**config.mk**
```make
export PLATFORM = sky130hd
export DESIGN_NAME = unsigned_product_accumulator
export DESIGN_NICKNAME = d
export VERILOG_FILES = /design/src/rtl/unsigned_product_accumulator.sv
export SDC_FILE = /design/constraint.sdc
export NUM_CORES = 1
export LEC_CHECK = 0
export ABC_AREA = 1
export ABC_CLOCK_PERIOD_IN_PS = 4000
export CAP_MARGIN = 20
export CORE_UTILIZATION = 52
export DETAILED_ROUTE_END_ITERATION = 16
export GPL_ROUTABILITY_DRIVEN = 0
export HOLD_SLACK_MARGIN = 0.08
export PLACE_DENSITY = 0.85
export SKIP_CTS_REPAIR_TIMING = 1
export SYNTH_ARGS = -nofsm -noshare
export SYNTH_HDL_FRONTEND = slang
export SYNTH_SLANG_ARGS = --single-unit
```
**constraint.sdc**
```tcl
create_clock -name Clock_In -period 4 [get_ports Clock_In]
set_input_delay 0.4 -clock Clock_In [delete_from_list [all_inputs] [get_ports Clock_In]]
set_output_delay 0.4 -clock Clock_In [all_outputs]
set_load 0.005 [all_outputs]
```
**src/rtl/unsigned_product_accumulator.sv**
```systemverilog
// rtl/unsigned_product_accumulator.sv - sums NUM_TERMS multiplier products into one result
//
// Consumes unsigned products from the 4-bit array multiplier and adds a
// fixed number of them into a single result, with valid/ready handshakes
// on both sides.
//
// Optional feature macro: UNSIGNED_PRODUCT_ACCUMULATOR_SATURATION_EN
//   defined   -> an overflowing add clamps the accumulator to all ones for
//                the rest of that accumulation
//   undefined -> the accumulator wraps modulo 2^ACC_WIDTH
//
// Ports:
//   Clock_In          rising-edge clock
//   Reset_In          synchronous active-high reset
//   Enable_In         1 = accept products, 0 = input side stalled
//   Product_In        product from the multiplier
//   Product_Valid_In  Product_In valid this cycle
//   Product_Ready_Out block can accept a product this cycle
//   Result_Out        accumulated sum, stable while Result_Valid_Out=1
//   Result_Valid_Out  Result_Out holds a completed sum
//   Result_Ready_In   downstream accepts the result
//   Overflow_Out      sticky: a carry left ACC_WIDTH during this accumulation
//   Term_Count_Out    products accepted so far in the current accumulation

module unsigned_product_accumulator #(
    parameter int DATA_WIDTH = 8,
    parameter int NUM_TERMS  = 4,
    parameter int ACC_WIDTH  = 10
) (
    input  logic                         Clock_In,
    input  logic                         Reset_In,
    input  logic                         Enable_In,
    input  logic [DATA_WIDTH-1:0]        Product_In,
    input  logic                         Product_Valid_In,
    output logic                         Product_Ready_Out,
    output logic [ACC_WIDTH-1:0]         Result_Out,
    output logic                         Result_Valid_Out,
    input  logic                         Result_Ready_In,
    output logic                         Overflow_Out,
    output logic [$clog2(NUM_TERMS)-1:0] Term_Count_Out
);

    localparam int CNT_W = $clog2(NUM_TERMS);
    localparam int SUM_W = ACC_WIDTH + 1;

    localparam logic [1:0] IDLE  = 2'd0;
    localparam logic [1:0] ACCUM = 2'd1;
    localparam logic [1:0] DONE  = 2'd2;

    localparam logic [CNT_W-1:0] LAST_COUNT = CNT_W'(NUM_TERMS - 1);

    logic [1:0]           state;
    logic [ACC_WIDTH-1:0] acc;
    logic [CNT_W-1:0]     count;
    logic                 ovf;

    logic                 accept;
    logic [SUM_W-1:0]     product_ext;
    logic [SUM_W-1:0]     sum;
    logic [ACC_WIDTH-1:0] next_acc;

    assign Product_Ready_Out = Enable_In & (state != DONE);
    // Enable_In gates the AND first, so an X on Product_Valid_In while
    // disabled cannot turn into an accept.
    assign accept            = Product_Ready_Out & Product_Valid_In;

    assign product_ext = SUM_W'(Product_In);
    // acc is held at zero in IDLE, so the same adder serves the first term.
    assign sum         = {1'b0, acc} + product_ext;

`ifdef UNSIGNED_PRODUCT_ACCUMULATOR_SATURATION_EN
    // Once clamped, stay clamped until the result is consumed or reset.
    assign next_acc = (sum[ACC_WIDTH] | ovf) ? {ACC_WIDTH{1'b1}} : sum[ACC_WIDTH-1:0];
`else
    assign next_acc = sum[ACC_WIDTH-1:0];
`endif

    always_ff @(posedge Clock_In) begin
        if (Reset_In) begin
            state <= IDLE;
            acc   <= '0;
            count <= '0;
            ovf   <= 1'b0;
        end else begin
            case (state)
                IDLE: begin
                    if (accept) begin
                        state <= ACCUM;
                        acc   <= next_acc;
                        ovf   <= sum[ACC_WIDTH];
                        count <= CNT_W'(1);
                    end
                end
                ACCUM: begin
                    if (accept) begin
                        acc <= next_acc;
                        ovf <= ovf | sum[ACC_WIDTH];
                        if (count == LAST_COUNT) begin
                            state <= DONE;
                            count <= '0;
                        end else begin
                            count <= count + CNT_W'(1);
                        end
                    end
                end
                DONE: begin
                    if (Result_Ready_In) begin
                        state <= IDLE;
                        acc   <= '0;
                        ovf   <= 1'b0;
                    end
                end
                default: begin
                    state <= IDLE;
                    acc   <= '0;
                    count <= '0;
                    ovf   <= 1'b0;
                end
            endcase
        end
    end

    // The finished sum lives in acc while in DONE.
    assign Result_Out       = acc;
    assign Result_Valid_Out = (state == DONE);
    assign Overflow_Out     = ovf;
    assign Term_Count_Out   = count;

endmodule

```
Yosys cells after proc, flatten, opt, wreduce, memory -nomap -nowiden
Cells that the tools add are included.
{"block": "totals", "regBits": 15, "input_bits": 13}
{"block": "op_classes", "add_sub_neg": 2, "n_eq_ne": 9, "n_mux": 15, "bitwise": 4, "reduce_logical": 6}
{"operator": "two-way mux 10 bit", "count": 2}
{"operator": "one-hot mux 10 bit (2 select lines)", "count": 1}
{"operator": "two-way mux 2 bit", "count": 6}
{"operator": "one-hot mux 2 bit (3 select lines)", "count": 2}
{"operator": "adder 10 x 8 -> 11 bit", "count": 1}
{"operator": "inequality test 2 bit (second input constant)", "count": 4}
{"operator": "AND reduction 3 bit", "count": 2}
{"operator": "equality test 2 bit (second input constant)", "count": 2}
{"operator": "inequality test 2 x 1 -> 1 bit (second input constant)", "count": 2}
{"operator": "AND reduction 4 bit", "count": 1}
{"operator": "two-way mux 1 bit", "count": 3}
{"operator": "one-hot mux 1 bit (3 select lines)", "count": 1}
{"operator": "adder 2 x 1 -> 2 bit (second input constant)", "count": 1}
{"operator": "bitwise AND 1 bit", "count": 2}
{"operator": "equality test 2 x 1 -> 1 bit (second input constant)", "count": 1}
{"operator": "zero test 2 bit", "count": 1}
{"operator": "AND reduction 2 bit", "count": 1}
{"operator": "OR reduction 2 bit", "count": 1}
{"operator": "NOT 1 bit", "count": 1}
{"operator": "OR 1 bit", "count": 1}

Depth between registers and ports, before layout
{"block": "depth", "word_depth": 5, "ltp_mapped": 11}

Least setup slack after synthesis
No wires, ideal clock.
{"block": "synth_timing", "path_type": "input to register", "from": "in Product_In[0]", "to": "reg acc[8] (netlist: Result_Out[8])", "setup_ps": 115, "t_arrival_ps": 1507, "t_required_ps": 3885, "path_slack_ps": 2378, "cell_stages": 11, "n_path_buf": 0, "cell_sequence": "ha_1 > inv_1 > fa_1 > inv_1 > nand3_1 > nand3_1 > nand2_1 > nand2_1 > nand3_2 > nand2_1 > nor2_1"}
{"block": "synth_via", "elab_chain_cells": 3}
{"element": "start, declared", "line": "33", "source": "input logic [DATA_WIDTH-1:0] Product_In,"}
{"element": "adder 10 x 8 -> 11 bit", "line": "69", "source": "assign sum = {1'b0, acc} + product_ext;"}
{"element": "two-way mux 10 bit", "line": "87, 95"}
{"element": "one-hot mux 10 bit (2 select lines)", "line": "85", "source": "case (state)"}
{"element": "end signal, assigned", "line": "89", "source": "acc <= next_acc;"}
{"element": "end signal, assigned", "line": "96", "source": "acc <= next_acc;"}
{"element": "end, declared", "line": "53", "source": "logic [ACC_WIDTH-1:0] acc;"}
Every way passes these cells. The select of a mux whose other input is x is not followed.
A chain may end at the register's enable or synchronous reset.

Final worst setup path
{"block": "layout_timing", "from": "in Product_In[0]", "to": "reg acc[4] (netlist: Result_Out[4])"}
The elaborated chain is that of the path after synthesis.

==> flow_summary.yaml <==
status:
  status: "finished clean"
route:
  drtAntennaViolNets: 0
  viasPerCell: 5.35
  vias: 1247
  routedWlPerCell_um: 11.7
  first_iter_violations: 62
  drt_first_pass_iters: 4
  wirelength_mm: 2.72
  drcViolationCount: 0
logic_synthesis:
  yosysMostFrequentCell: "nand2_1"
  yosysTopAreaCell: "dfxtp_1"
  synth_area_leaders: "dfxtp_1, nand2_1, ha_1"
  syn-num-nets: 201
  synthFlopType: "dfxtp_1"
  ys_seq_area_frac: 0.271
  async_flop_share: 0
  synthTopCellsByCount: "nand2_1, inv_1, a21oi_1, nand3_1, nor2_1"
  yosysWarningCount: 0
  synth_cell_types: 22
  synth.avg_cell_area_um2: 6.22
  synth_area_um2: 1110
  synth_edf_count: 0
  synthCells: 178
  synth_top_area_share: 0.271
  ys_seq_elements: 15
power_and_ir_drop:
  peakVddDrop_uv: 214
  powerDensity_nw_per_um2: 251
  p_int_uw: 240
  switching_power_uw: 116
  p_leak_nw: 0.674
  pwr-share-comb: 0.279
  swShare: 0.325
  p_seq_frac: 0.459
  clockPowerShare: 0.262
critical_path:
  end_kind: "flip-flop"
  start_kind: "input pin"
  required_ns: 4.21
  crit_type: "in -> reg"
  arrival_ns: 2.23
  worst-path-max-fanout: 4
placed_design:
  io_buffer_count: 27
  dpl.hpwl_mm: 2.07
finish:
  final_layout_size_suffix_gt1_frac: 0.0583
  antenna_cells: 0
  synthToLayoutAreaGrowth_pct: 28.1
  layout.nets: 230
  final.fill_count: 158
global_routing:
  grt_pass1_wl_mm: 4.34
  grt_antenna_before_repair: 0
  grt_use_total: 0.268
  grt_pass1_vias: 1099
  grt_overflow: 0
  grt_max_degree: 13
min_path:
  hold_path.class: "reg -> reg"
timing:
  fin_skew_ns: 0.00246
  period_needed_ns: 2.01
  timing.hold.ws_ns: 0.484
  final-max-slew-violation-count: 0
  hold_viol_final: 0
  clock.fmax_ghz: 0.496
  tns_ns: 0
  worst_pin_slew_ns: 0.879
  finalSetupViolCount: 0
  grt_setup_unrepaired: "false"
  post-route-period-util: 0.504
  slew_headroom: 0.412
die:
  die_h_um: 48.1
  core-area_um2: 1980
  ios: 28
  die_w_um: 48.1
  num_rows: 16
  dieArea_um2: 2320
  start_util: 0.559
clock_network:
  cts_buffers: 3
  path_clk_slew_ns: 0.10
  cts_tree: "built"
  clockBufferDepth: 2
  cts.sinks: 15
  clock_latency_ns: 0.29
  clockRootBuffer: "clkbuf_4"
  h-tree-depth: 1
run:
  max_cap_viol_count: 0
==> worst paths after layout <==
check                 from  slack [ns]  cells after the start             to
min reg2reg  Result_Out[2]        0.48                      2  Result_Out[2]
min          Result_Out[2]        0.48                      2  Result_Out[2]
max          Product_In[0]        1.99                     10  Result_Out[4]
max reg2reg  Result_Out[0]        2.18                      9  Result_Out[4]
==> critical path, stage by stage <==
cell and delay [ns]:
clkdlybuf4s50_1 0.47, ha_1 0.19, inv_1 0.07, fa_1 0.38
inv_1 0.13, nand3_1 0.09, nand3_1 0.11, or2_2 0.12
nand3_1 0.06, a21oi_1 0.20
==> layer usage <==
layer	vias up	track usage	wire, um
li1	622	-	-
met5	-	0	0
met3	9	0.0370	206
met4	0	0.144	55
met2	66	0.443	1310
met1	550	0.336	1140
==> registers in the layout, indices dropped and copies added (netlist names) <==
name	cells
Result_Out	10
Term_Count_Out	2
state	2
Overflow_Out	1
==> metrics by stage <==
| stage | total power [mW] | worst slack, ns | utilization | instances | instance area (um^2) |
|---|---|---|---|---|---|
| floorplan | 0.226 | 2.38 | - | 178 | 1110 |
| global placement | 0.261 | 1.83 | 0.702 | 229 | 1390 |
| detailed placement | 0.264 | 1.75 | 0.702 | 229 | 1390 |
| CTS | 0.355 | 2.03 | 0.716 | 233 | 1420 |
| global route | 0.377 | 1.91 | 0.716 | 233 | 1420 |
| finish | 0.355 | 1.99 | 0.716 | 233 | 1420 |
==> power by group through the flow <==
stage	clock (mW)	sequential [mW]	combinational, mW
final	0.0932	0.163	0.0993
after global routing	0.100	0.164	0.112
after CTS	0.0932	0.163	0.0984
after detailed placement	0	0.167	0.0975
after global placement	0	0.166	0.0948
after floorplan	0	0.166	0.0601
==> cell families after synthesis <==
kind of cell,share of synthesized area
flip-flops,0.271
AND/OR/NAND/NOR,0.408
adder cells (fa/ha/maj),0.120
buffers and inverters,0.102
AO/OA/AOI/OAI,0.0994
==> layout make-up <==
type	instances	area [um^2]	share of cell area
clock buffer	3	22.5	0.0159
clock inverter	1	5.00	0.00353
inverter	24	92.6	0.0653
multi-input combinational	136	694	0.489
sequential	15	300	0.212
tap	27	33.8	0.0238
timing repair buffer	27	270	0.190
==> cell usage in the layout (no fill, tap or decap) <==
master | synthesis | routed
inv_1 | 22 | 22
a21oi_1 | 16 | 16
nor2_4 | 1 | 1
nand2_2 | 2 | 2
clkbuf_4 | 0 | 3
clkinv_2 | 0 | 1
and2_1 | 1 | 1
or2_2 | 1 | 1
clkdlybuf4s50_1 | 0 | 27
nand3_1 | 16 | 16
nand3_2 | 2 | 2
dfxtp_1 | 15 | 15
nand2_1 | 61 | 61
inv_4 | 1 | 1
fa_1 | 1 | 1
nand4_1 | 2 | 2
o21ai_0 | 6 | 6
nor2_1 | 16 | 16
nand3b_1 | 1 | 1
inv_2 | 1 | 1
ha_1 | 9 | 9
or2_0 | 1 | 1
Power figures use the tool's default switching activity.
